===== src/rtl/tilelink_ul_mem_responder_if.sv =====
// TL-UL Channel A / Channel D bundle between a requester and a responder.
// The master modport is the requester side; the slave modport is the responder side.
interface tilelink_ul_mem_responder_if #(
    parameter int unsigned ADDR_WIDTH   = 32,
    parameter int unsigned DATA_WIDTH   = 32,
    parameter int unsigned SIZE_WIDTH   = 3,
    parameter int unsigned OPCODE_WIDTH = 3,
    parameter int unsigned PARAM_WIDTH  = 3
);
    localparam int unsigned MASK_WIDTH = DATA_WIDTH / 8;

    // Channel A
    logic                    a_valid;
    logic                    a_ready;
    logic [OPCODE_WIDTH-1:0] a_opcode;
    logic [PARAM_WIDTH-1:0]  a_param;
    logic [SIZE_WIDTH-1:0]   a_size;
    logic                    a_source;
    logic [ADDR_WIDTH-1:0]   a_address;
    logic [MASK_WIDTH-1:0]   a_mask;
    logic [DATA_WIDTH-1:0]   a_data;

    // Channel D
    logic                    d_valid;
    logic                    d_ready;
    logic [OPCODE_WIDTH-1:0] d_opcode;
    logic [PARAM_WIDTH-1:0]  d_param;
    logic [SIZE_WIDTH-1:0]   d_size;
    logic                    d_source;
    logic                    d_sink;
    logic [DATA_WIDTH-1:0]   d_data;
    logic                    d_error;

    modport slave (
        input  a_valid, a_opcode, a_param, a_size, a_source, a_address, a_mask, a_data,
        output a_ready,
        output d_valid, d_opcode, d_param, d_size, d_source, d_sink, d_data, d_error,
        input  d_ready
    );

    modport master (
        output a_valid, a_opcode, a_param, a_size, a_source, a_address, a_mask, a_data,
        input  a_ready,
        input  d_valid, d_opcode, d_param, d_size, d_source, d_sink, d_data, d_error,
        output d_ready
    );
endinterface


===== src/rtl/tilelink_ul_mem_responder.sv =====
// TL-UL responder backed by a small word-addressed register memory.
// Serves Get/PutFullData/PutPartialData with a single outstanding transaction.
module tilelink_ul_mem_responder #(
    parameter int unsigned           ADDR_WIDTH   = 32,
    parameter int unsigned           DATA_WIDTH   = 32,
    parameter int unsigned           MASK_WIDTH   = DATA_WIDTH / 8,
    parameter int unsigned           SIZE_WIDTH   = 3,
    parameter int unsigned           OPCODE_WIDTH = 3,
    parameter int unsigned           PARAM_WIDTH  = 3,
    parameter logic [ADDR_WIDTH-1:0] BASE_ADDR    = 32'h0000_1000,
    parameter int unsigned           MEM_WORDS    = 16,
    parameter int unsigned           RESP_LATENCY = 0
) (
    input logic                        clk,
    input logic                        reset_n,
    tilelink_ul_mem_responder_if.slave tl
);
    localparam int unsigned IDX_W = $clog2(MEM_WORDS);

    localparam logic [OPCODE_WIDTH-1:0] OP_PUT_FULL    = OPCODE_WIDTH'(0);
    localparam logic [OPCODE_WIDTH-1:0] OP_PUT_PARTIAL = OPCODE_WIDTH'(1);
    localparam logic [OPCODE_WIDTH-1:0] OP_GET         = OPCODE_WIDTH'(4);
    localparam logic [OPCODE_WIDTH-1:0] OP_ACK         = OPCODE_WIDTH'(0);
    localparam logic [OPCODE_WIDTH-1:0] OP_ACK_DATA    = OPCODE_WIDTH'(1);

    localparam logic [1:0] ST_IDLE = 2'd0;
    localparam logic [1:0] ST_WAIT = 2'd1;
    localparam logic [1:0] ST_RESP = 2'd2;

    localparam logic [3:0] LAT_LOAD = 4'(RESP_LATENCY);

    // One extra bit so the end of the window cannot wrap at the top of the address space.
    localparam logic [ADDR_WIDTH:0] ADDR_LO = {1'b0, BASE_ADDR};
    localparam logic [ADDR_WIDTH:0] ADDR_HI = ADDR_LO + (ADDR_WIDTH + 1)'(4 * MEM_WORDS);

    logic [1:0]              state_q, state_d;
    logic [3:0]              cnt_q, cnt_d;
    logic                    d_valid_q, d_valid_d;
    logic [OPCODE_WIDTH-1:0] d_opcode_q, d_opcode_d;
    logic [SIZE_WIDTH-1:0]   d_size_q, d_size_d;
    logic                    d_source_q, d_source_d;
    logic [DATA_WIDTH-1:0]   d_data_q, d_data_d;
    logic                    d_error_q, d_error_d;

    logic [DATA_WIDTH-1:0]   mem_q [MEM_WORDS];

    logic [ADDR_WIDTH:0]     addr_ext;
    logic [ADDR_WIDTH-1:0]   addr_off;
    logic [IDX_W-1:0]        word_idx;
    logic                    in_range;
    logic                    size_err;
    logic                    misaligned;
    logic                    is_get;
    logic                    is_put;
    logic                    req_err;
    logic                    accept;
    logic                    wr_en;
    logic [DATA_WIDTH-1:0]   rd_word;

    // ------------------------------------------------------------------
    // Request decode
    // ------------------------------------------------------------------
    assign addr_ext = {1'b0, tl.a_address};
    assign in_range = (addr_ext >= ADDR_LO) && (addr_ext < ADDR_HI);
    assign addr_off = tl.a_address - BASE_ADDR;
    assign word_idx = addr_off[IDX_W+1:2];

    always_comb begin
        size_err   = 1'b0;
        misaligned = 1'b0;
        case (tl.a_size)
            SIZE_WIDTH'(0): misaligned = 1'b0;
            SIZE_WIDTH'(1): misaligned = tl.a_address[0];
            SIZE_WIDTH'(2): misaligned = |tl.a_address[1:0];
            default:        size_err   = 1'b1;
        endcase
    end

    assign is_get  = (tl.a_opcode == OP_GET);
    assign is_put  = (tl.a_opcode == OP_PUT_FULL) || (tl.a_opcode == OP_PUT_PARTIAL);
    assign req_err = !in_range || size_err || misaligned || !(is_get || is_put);

    assign accept  = (state_q == ST_IDLE) && tl.a_valid;
    assign wr_en   = accept && is_put && !req_err;
    assign rd_word = mem_q[word_idx];

    // ------------------------------------------------------------------
    // Memory: writes complete at the accept edge, so a reset can never tear one.
    // ------------------------------------------------------------------
    always_ff @(posedge clk or negedge reset_n) begin
        if (!reset_n) begin
            for (int i = 0; i < MEM_WORDS; i++) begin
                mem_q[i] <= '0;
            end
        end else if (wr_en) begin
            for (int b = 0; b < MASK_WIDTH; b++) begin
                if (tl.a_mask[b]) begin
                    mem_q[word_idx][8*b +: 8] <= tl.a_data[8*b +: 8];
                end
            end
        end
    end

    // ------------------------------------------------------------------
    // Transaction FSM and response registers
    // ------------------------------------------------------------------
    always_comb begin
        state_d    = state_q;
        cnt_d      = cnt_q;
        d_valid_d  = d_valid_q;
        d_opcode_d = d_opcode_q;
        d_size_d   = d_size_q;
        d_source_d = d_source_q;
        d_data_d   = d_data_q;
        d_error_d  = d_error_q;

        case (state_q)
            ST_IDLE: begin
                if (tl.a_valid) begin
                    // The memory cannot change before the response is sent, so the
                    // read word is captured here regardless of the wait latency.
                    d_opcode_d = is_get ? OP_ACK_DATA : OP_ACK;
                    d_size_d   = tl.a_size;
                    d_source_d = tl.a_source;
                    d_error_d  = req_err;
                    d_data_d   = (is_get && !req_err) ? rd_word : '0;
                    if (RESP_LATENCY == 0) begin
                        state_d   = ST_RESP;
                        d_valid_d = 1'b1;
                    end else begin
                        state_d = ST_WAIT;
                        cnt_d   = LAT_LOAD;
                    end
                end
            end
            ST_WAIT: begin
                cnt_d = cnt_q - 4'd1;
                if (cnt_q == 4'd1) begin
                    state_d   = ST_RESP;
                    d_valid_d = 1'b1;
                end
            end
            ST_RESP: begin
                if (tl.d_ready) begin
                    state_d   = ST_IDLE;
                    d_valid_d = 1'b0;
                end
            end
            default: begin
                state_d   = ST_IDLE;
                d_valid_d = 1'b0;
            end
        endcase
    end

    always_ff @(posedge clk or negedge reset_n) begin
        if (!reset_n) begin
            state_q    <= ST_IDLE;
            cnt_q      <= '0;
            d_valid_q  <= 1'b0;
            d_opcode_q <= '0;
            d_size_q   <= '0;
            d_source_q <= 1'b0;
            d_data_q   <= '0;
            d_error_q  <= 1'b0;
        end else begin
            state_q    <= state_d;
            cnt_q      <= cnt_d;
            d_valid_q  <= d_valid_d;
            d_opcode_q <= d_opcode_d;
            d_size_q   <= d_size_d;
            d_source_q <= d_source_d;
            d_data_q   <= d_data_d;
            d_error_q  <= d_error_d;
        end
    end

    // ------------------------------------------------------------------
    // Outputs
    // ------------------------------------------------------------------
    assign tl.a_ready  = (state_q == ST_IDLE);
    assign tl.d_valid  = d_valid_q;
    assign tl.d_opcode = d_opcode_q;
    assign tl.d_param  = '0;
    assign tl.d_size   = d_size_q;
    assign tl.d_source = d_source_q;
    assign tl.d_sink   = 1'b0;
    assign tl.d_data   = d_data_q;
    assign tl.d_error  = d_error_q;

    logic unused_sigs;
    assign unused_sigs = ^{tl.a_param, addr_off[ADDR_WIDTH-1:IDX_W+2], addr_off[1:0]};

endmodule


===== src/flat_wrapper.sv =====
// flat-port wrapper written by rule: the top's interface ports become plain ports
module tilelink_ul_mem_responder_flat 
#(
    parameter int unsigned           ADDR_WIDTH   = 32,
    parameter int unsigned           DATA_WIDTH   = 32,
    parameter int unsigned           MASK_WIDTH   = DATA_WIDTH / 8,
    parameter int unsigned           SIZE_WIDTH   = 3,
    parameter int unsigned           OPCODE_WIDTH = 3,
    parameter int unsigned           PARAM_WIDTH  = 3,
    parameter logic [ADDR_WIDTH-1:0] BASE_ADDR    = 32'h0000_1000,
    parameter int unsigned           MEM_WORDS    = 16,
    parameter int unsigned           RESP_LATENCY = 0
)
  (clk, reset_n, tl_a_valid, tl_a_opcode, tl_a_param, tl_a_size, tl_a_source, tl_a_address, tl_a_mask, tl_a_data, tl_a_ready, tl_d_valid, tl_d_opcode, tl_d_param, tl_d_size, tl_d_source, tl_d_sink, tl_d_data, tl_d_error, tl_d_ready);
  tilelink_ul_mem_responder_if #(.ADDR_WIDTH(ADDR_WIDTH), .DATA_WIDTH(DATA_WIDTH), .SIZE_WIDTH(SIZE_WIDTH), .OPCODE_WIDTH(OPCODE_WIDTH), .PARAM_WIDTH(PARAM_WIDTH)) tl_i ();
  input logic clk;
  input logic reset_n;
  input wire logic [$bits(tl_i.a_valid)-1:0] tl_a_valid;
  input wire logic [$bits(tl_i.a_opcode)-1:0] tl_a_opcode;
  input wire logic [$bits(tl_i.a_param)-1:0] tl_a_param;
  input wire logic [$bits(tl_i.a_size)-1:0] tl_a_size;
  input wire logic [$bits(tl_i.a_source)-1:0] tl_a_source;
  input wire logic [$bits(tl_i.a_address)-1:0] tl_a_address;
  input wire logic [$bits(tl_i.a_mask)-1:0] tl_a_mask;
  input wire logic [$bits(tl_i.a_data)-1:0] tl_a_data;
  output wire logic [$bits(tl_i.a_ready)-1:0] tl_a_ready;
  output wire logic [$bits(tl_i.d_valid)-1:0] tl_d_valid;
  output wire logic [$bits(tl_i.d_opcode)-1:0] tl_d_opcode;
  output wire logic [$bits(tl_i.d_param)-1:0] tl_d_param;
  output wire logic [$bits(tl_i.d_size)-1:0] tl_d_size;
  output wire logic [$bits(tl_i.d_source)-1:0] tl_d_source;
  output wire logic [$bits(tl_i.d_sink)-1:0] tl_d_sink;
  output wire logic [$bits(tl_i.d_data)-1:0] tl_d_data;
  output wire logic [$bits(tl_i.d_error)-1:0] tl_d_error;
  input wire logic [$bits(tl_i.d_ready)-1:0] tl_d_ready;
  assign tl_i.a_valid = tl_a_valid;
  assign tl_i.a_opcode = tl_a_opcode;
  assign tl_i.a_param = tl_a_param;
  assign tl_i.a_size = tl_a_size;
  assign tl_i.a_source = tl_a_source;
  assign tl_i.a_address = tl_a_address;
  assign tl_i.a_mask = tl_a_mask;
  assign tl_i.a_data = tl_a_data;
  assign tl_a_ready = tl_i.a_ready;
  assign tl_d_valid = tl_i.d_valid;
  assign tl_d_opcode = tl_i.d_opcode;
  assign tl_d_param = tl_i.d_param;
  assign tl_d_size = tl_i.d_size;
  assign tl_d_source = tl_i.d_source;
  assign tl_d_sink = tl_i.d_sink;
  assign tl_d_data = tl_i.d_data;
  assign tl_d_error = tl_i.d_error;
  assign tl_i.d_ready = tl_d_ready;
  tilelink_ul_mem_responder #(.ADDR_WIDTH(ADDR_WIDTH), .DATA_WIDTH(DATA_WIDTH), .MASK_WIDTH(MASK_WIDTH), .SIZE_WIDTH(SIZE_WIDTH), .OPCODE_WIDTH(OPCODE_WIDTH), .PARAM_WIDTH(PARAM_WIDTH), .BASE_ADDR(BASE_ADDR), .MEM_WORDS(MEM_WORDS), .RESP_LATENCY(RESP_LATENCY)) u_core (.clk(clk), .reset_n(reset_n), .tl(tl_i));
endmodule

===== config.mk =====
export PLATFORM = sky130hd
export DESIGN_NAME = tilelink_ul_mem_responder_flat
export DESIGN_NICKNAME = d
export VERILOG_FILES = /design/src/rtl/tilelink_ul_mem_responder_if.sv /design/src/rtl/tilelink_ul_mem_responder.sv /design/src/flat_wrapper.sv
export SDC_FILE = /design/constraint.sdc
export NUM_CORES = 1
export LEC_CHECK = 0
export ABC_AREA = 1
export BUFFER_PORTS_ARGS = -buffer_cell sky130_fd_sc_hd__buf_2
export CAP_MARGIN = 10
export CORE_MARGIN = 8
export CORE_UTILIZATION = 40
export CTS_CLUSTER_DIAMETER = 50
export DETAILED_ROUTE_END_ITERATION = 10
export PLACE_DENSITY = 0.63
export SYNTH_ARGS = -nofsm -noshare
export SYNTH_HDL_FRONTEND = slang
export SYNTH_SLANG_ARGS = --single-unit

===== constraint.sdc =====
create_clock -name clk -period 1.75 [get_ports clk]
set_input_delay 0.175 -clock clk [delete_from_list [all_inputs] [get_ports clk]]
set_output_delay 0.175 -clock clk [all_outputs]
set_load 0.005 [all_outputs]

==> run summary <==
post-synthesis adder-cell area fraction: 0%
GRT Total Usage: 25.1%
Syn-to-layout area delta: 23.8%
fin. max-slew vios: 0
clk_lat worst skew: 640 ps
vias: 29.6k
Worst Tran Pin Value: 614 ps
post-synthesis cell count: 4183
Worst-path clk slew: 50 ps
core box area: 74200 sq um
number of I/O port buffers: 118
final wirelength: 108 mm
Avg Cell Area, Syn: 7.14 sq um
routing usage on met1: 34.1%
Inst Count DP: 5254
share of layout cells above drive strength 1: 15.8%
maxcap violations: 0
status: finished, violations left
post-detail-place hpwl: 69.6 mm
Worst Skew: 39.5 ps
DR pass1 iterations: 6
CTS buffer count: 79
critical path class: flop to flop
clock tree from TritonCTS: done
post-synthesis compound-gate area fraction: 0.117%
RD Place Congestion: 0.862
Worst Path Arrival: 2280 ps
Final Cell Area: 37000 sq um
critical path peak fanout: 28
Starting Density: 40.3%
Syn. warnings: 0
min setup slack post-route: -30.9 ps
Slew headroom: 59.0%
Root Driver: clkbuf_16
HP Class: primary input to flop
detailed-route vias per instance: 5.43
post-synth cell types: 26
DRC violation total after the first TritonRoute iteration: 3600
post-synthesis sequential area ratio: 46.2%
GR met2 Demand/Resource: 39.7%
vias in the first global route: 28.3k
Startpoint Class: flop
Die Footprint: 83700 sq um
I/O Pins: 128
# rows: 100
met3 Resource Use GR: 3.67%
Area after DPL: 33200 sq um
Power per Cell Area: 886 nW/um^2
Peak Freq: 562 MHz
RSZ-0062 raised after global routing: yes
final hold vios: 0
min cycle time layout: 1780 ps
mapped cell area: 29900 sq um
leak pwr: 20.6 nW
CP Capture Type: flop
#FFs+latches synth: 551
fraction of the mapped netlist area in simple logic gates: 45.5%
xor and xnor area share after synthesis: 0%
largest family of logic cells by synthesized area: simple AND/OR/NAND/NOR gates
clock sink count: 551
pin count of the biggest net entering global routing: 65
Die Height: 289 um
overall power: 32.8 mW
most used routing layer: met2
Residual DRC: 0
total gr overflow: 0
failing checks: negative setup slack
H-tree depth: 3
fin crit share: 102%
Worst VDD drop: 656 uV
first-pass GRT wire length: 166 mm
initial antenna violation count: 18
Non-Filler Instances: 5440
Routed Antenna Nets: 0
routed len/inst: 19.9 um
Req. time, crit path: 2250 ps
Die W: 289 um
multiplexer area fraction after synthesis: 0%
Longest Clk Path Bufs: 3
Setup Viol. Count Final: 11
Final #Nets: 4481
-- area by class of cell --
type	instances	area, sq um
Inverter	302	1140
Clock inverter	39	526
Multi-Input combinational cell	3039	14000
Timing Repair Buffer	426	4020
Antenna cell	9	22.5
Tap cell	969	1210
Clock buffer	105	2260
Sequential cell	551	13800
Fill cell	7159	37200
-- where the power goes --
| group | internal, mW | switching (mW) |
|---|---|---|
| registers | 12.8 | 0.0154 |
| logic | 0.859 | 2.16 |
| clock network | 10.4 | 6.55 |
-- registers in the layout (all words and copies together) (netlist names) --
name,cells
u_core.tl.d_source,1
u_core.tl.d_data,32
u_core.mem_q,512
u_core.tl.d_valid,1
u_core.tl.d_size,3
u_core.tl.d_error,1
u_core.tl.d_opcode,1
-- layer usage --
layer	up-vias	part of all wire, %
met5	-	0.023
met4	4	3.8
met3	242	8.3
met2	1361	46
met1	14101	42
li1	13849	-
-- critical path, stage by stage (launching register included) --
cell and delay (ps):
dfrtp_1 380, inv_2 80, nand2_4 60, nor3_4 160, buf_12 190, buf_12 210
nand4_2 330, nand2_1 160, nand2_1 70
-- stage by stage --
| stage | util, % | setup TNS (ps) | hold slack, ps | worst slack, ps |
|---|---|---|---|---|
| 2_1_floorplan | - | 0 | -121 | 94.4 |
| 3_3_place_gp | 44.8 | -12450 | 109 | -197 |
| 3_5_place_dp | 44.8 | -18930 | 110 | -219 |
| 4_1_cts | 48.8 | -257 | 3.54 | -24.1 |
| 5_1_grt | 49.8 | -13020 | 21.8 | -110 |
| 6_report | 49.8 | -111 | 35.8 | -30.9 |
-- final timing paths --
path / from / to / slack (ps) / depth (start not counted)
max: u_core.tl.d_valid / u_core.mem_q[16] / -30 / 8
min: tl_a_data[12] / u_core.mem_q[460] / 40 / 3
max reg2reg: u_core.tl.d_valid / u_core.mem_q[16] / -30 / 8
min reg2reg: u_core.tl.d_size[1] / u_core.tl.d_size[1] / 470 / 2
max in group asynchronous: reset_n / u_core.mem_q[186] / 950 / 4
min in group asynchronous: reset_n / u_core.mem_q[260] / 50 / 2
-- cells in the mapped netlist --
master | n | area, sq um
inv_1 | 289 | 1080
nor2_8 | 1 | 20.0
buf_6 | 1 | 11.3
buf_2 | 112 | 561
nor3_1 | 2 | 10.0
a21oi_1 | 3 | 15.0
nor2_2 | 57 | 357
nor3_4 | 1 | 16.3
nor2_4 | 12 | 135
inv_2 | 12 | 45.0
and2_0 | 1 | 6.26
nand3_1 | 36 | 180
nand4_1 | 535 | 3350
clkinv_1 | 1 | 3.75
o21ai_0 | 4 | 20.0
buf_4 | 19 | 143
dfrtp_1 | 551 | 13800
nand2_1 | 1930 | 7240
nand4_2 | 56 | 701
conb_1 | 1 | 3.75
buf_1 | 22 | 82.6
and2_1 | 1 | 6.26
clkbuf_1 | 142 | 533
nand4_4 | 4 | 85.1
nor2_1 | 386 | 1450
nand2_2 | 4 | 25.0
-- cell families after synthesis --
family / after synthesis
buffers and inverters: 598
DFF: 551
AOI/OAI and AO/OA: 7
other: 1
and+or+nand+nor: 3026
-- layout by cell type (no fill, tap or decap), drive strengths merged --
master / instances
nand2: 1934
nand4: 595
dfrtp: 551
nor2: 456
buf: 403
inv: 313
clkbuf: 115
nand3: 36
dlygate4sd3: 13
clkinv: 11
diode: 9
clkinvlp: 9
bufinv: 8
conb: 6
o21ai: 4
a21oi: 3
nor3: 3
and2: 2
-- repair_timing --
item | in CTS | in global routing
gates cloned | 0 | 11
hold buffers | 13 | 0
endpoints found under the hold margin | 552 | 0
gates resized for setup | 13 | 51
endpoints found under the setup margin | 70 | 434
buffers inserted | 0 | 9
pin swaps | 0 | 4
(Power assumes the default switching activity.)
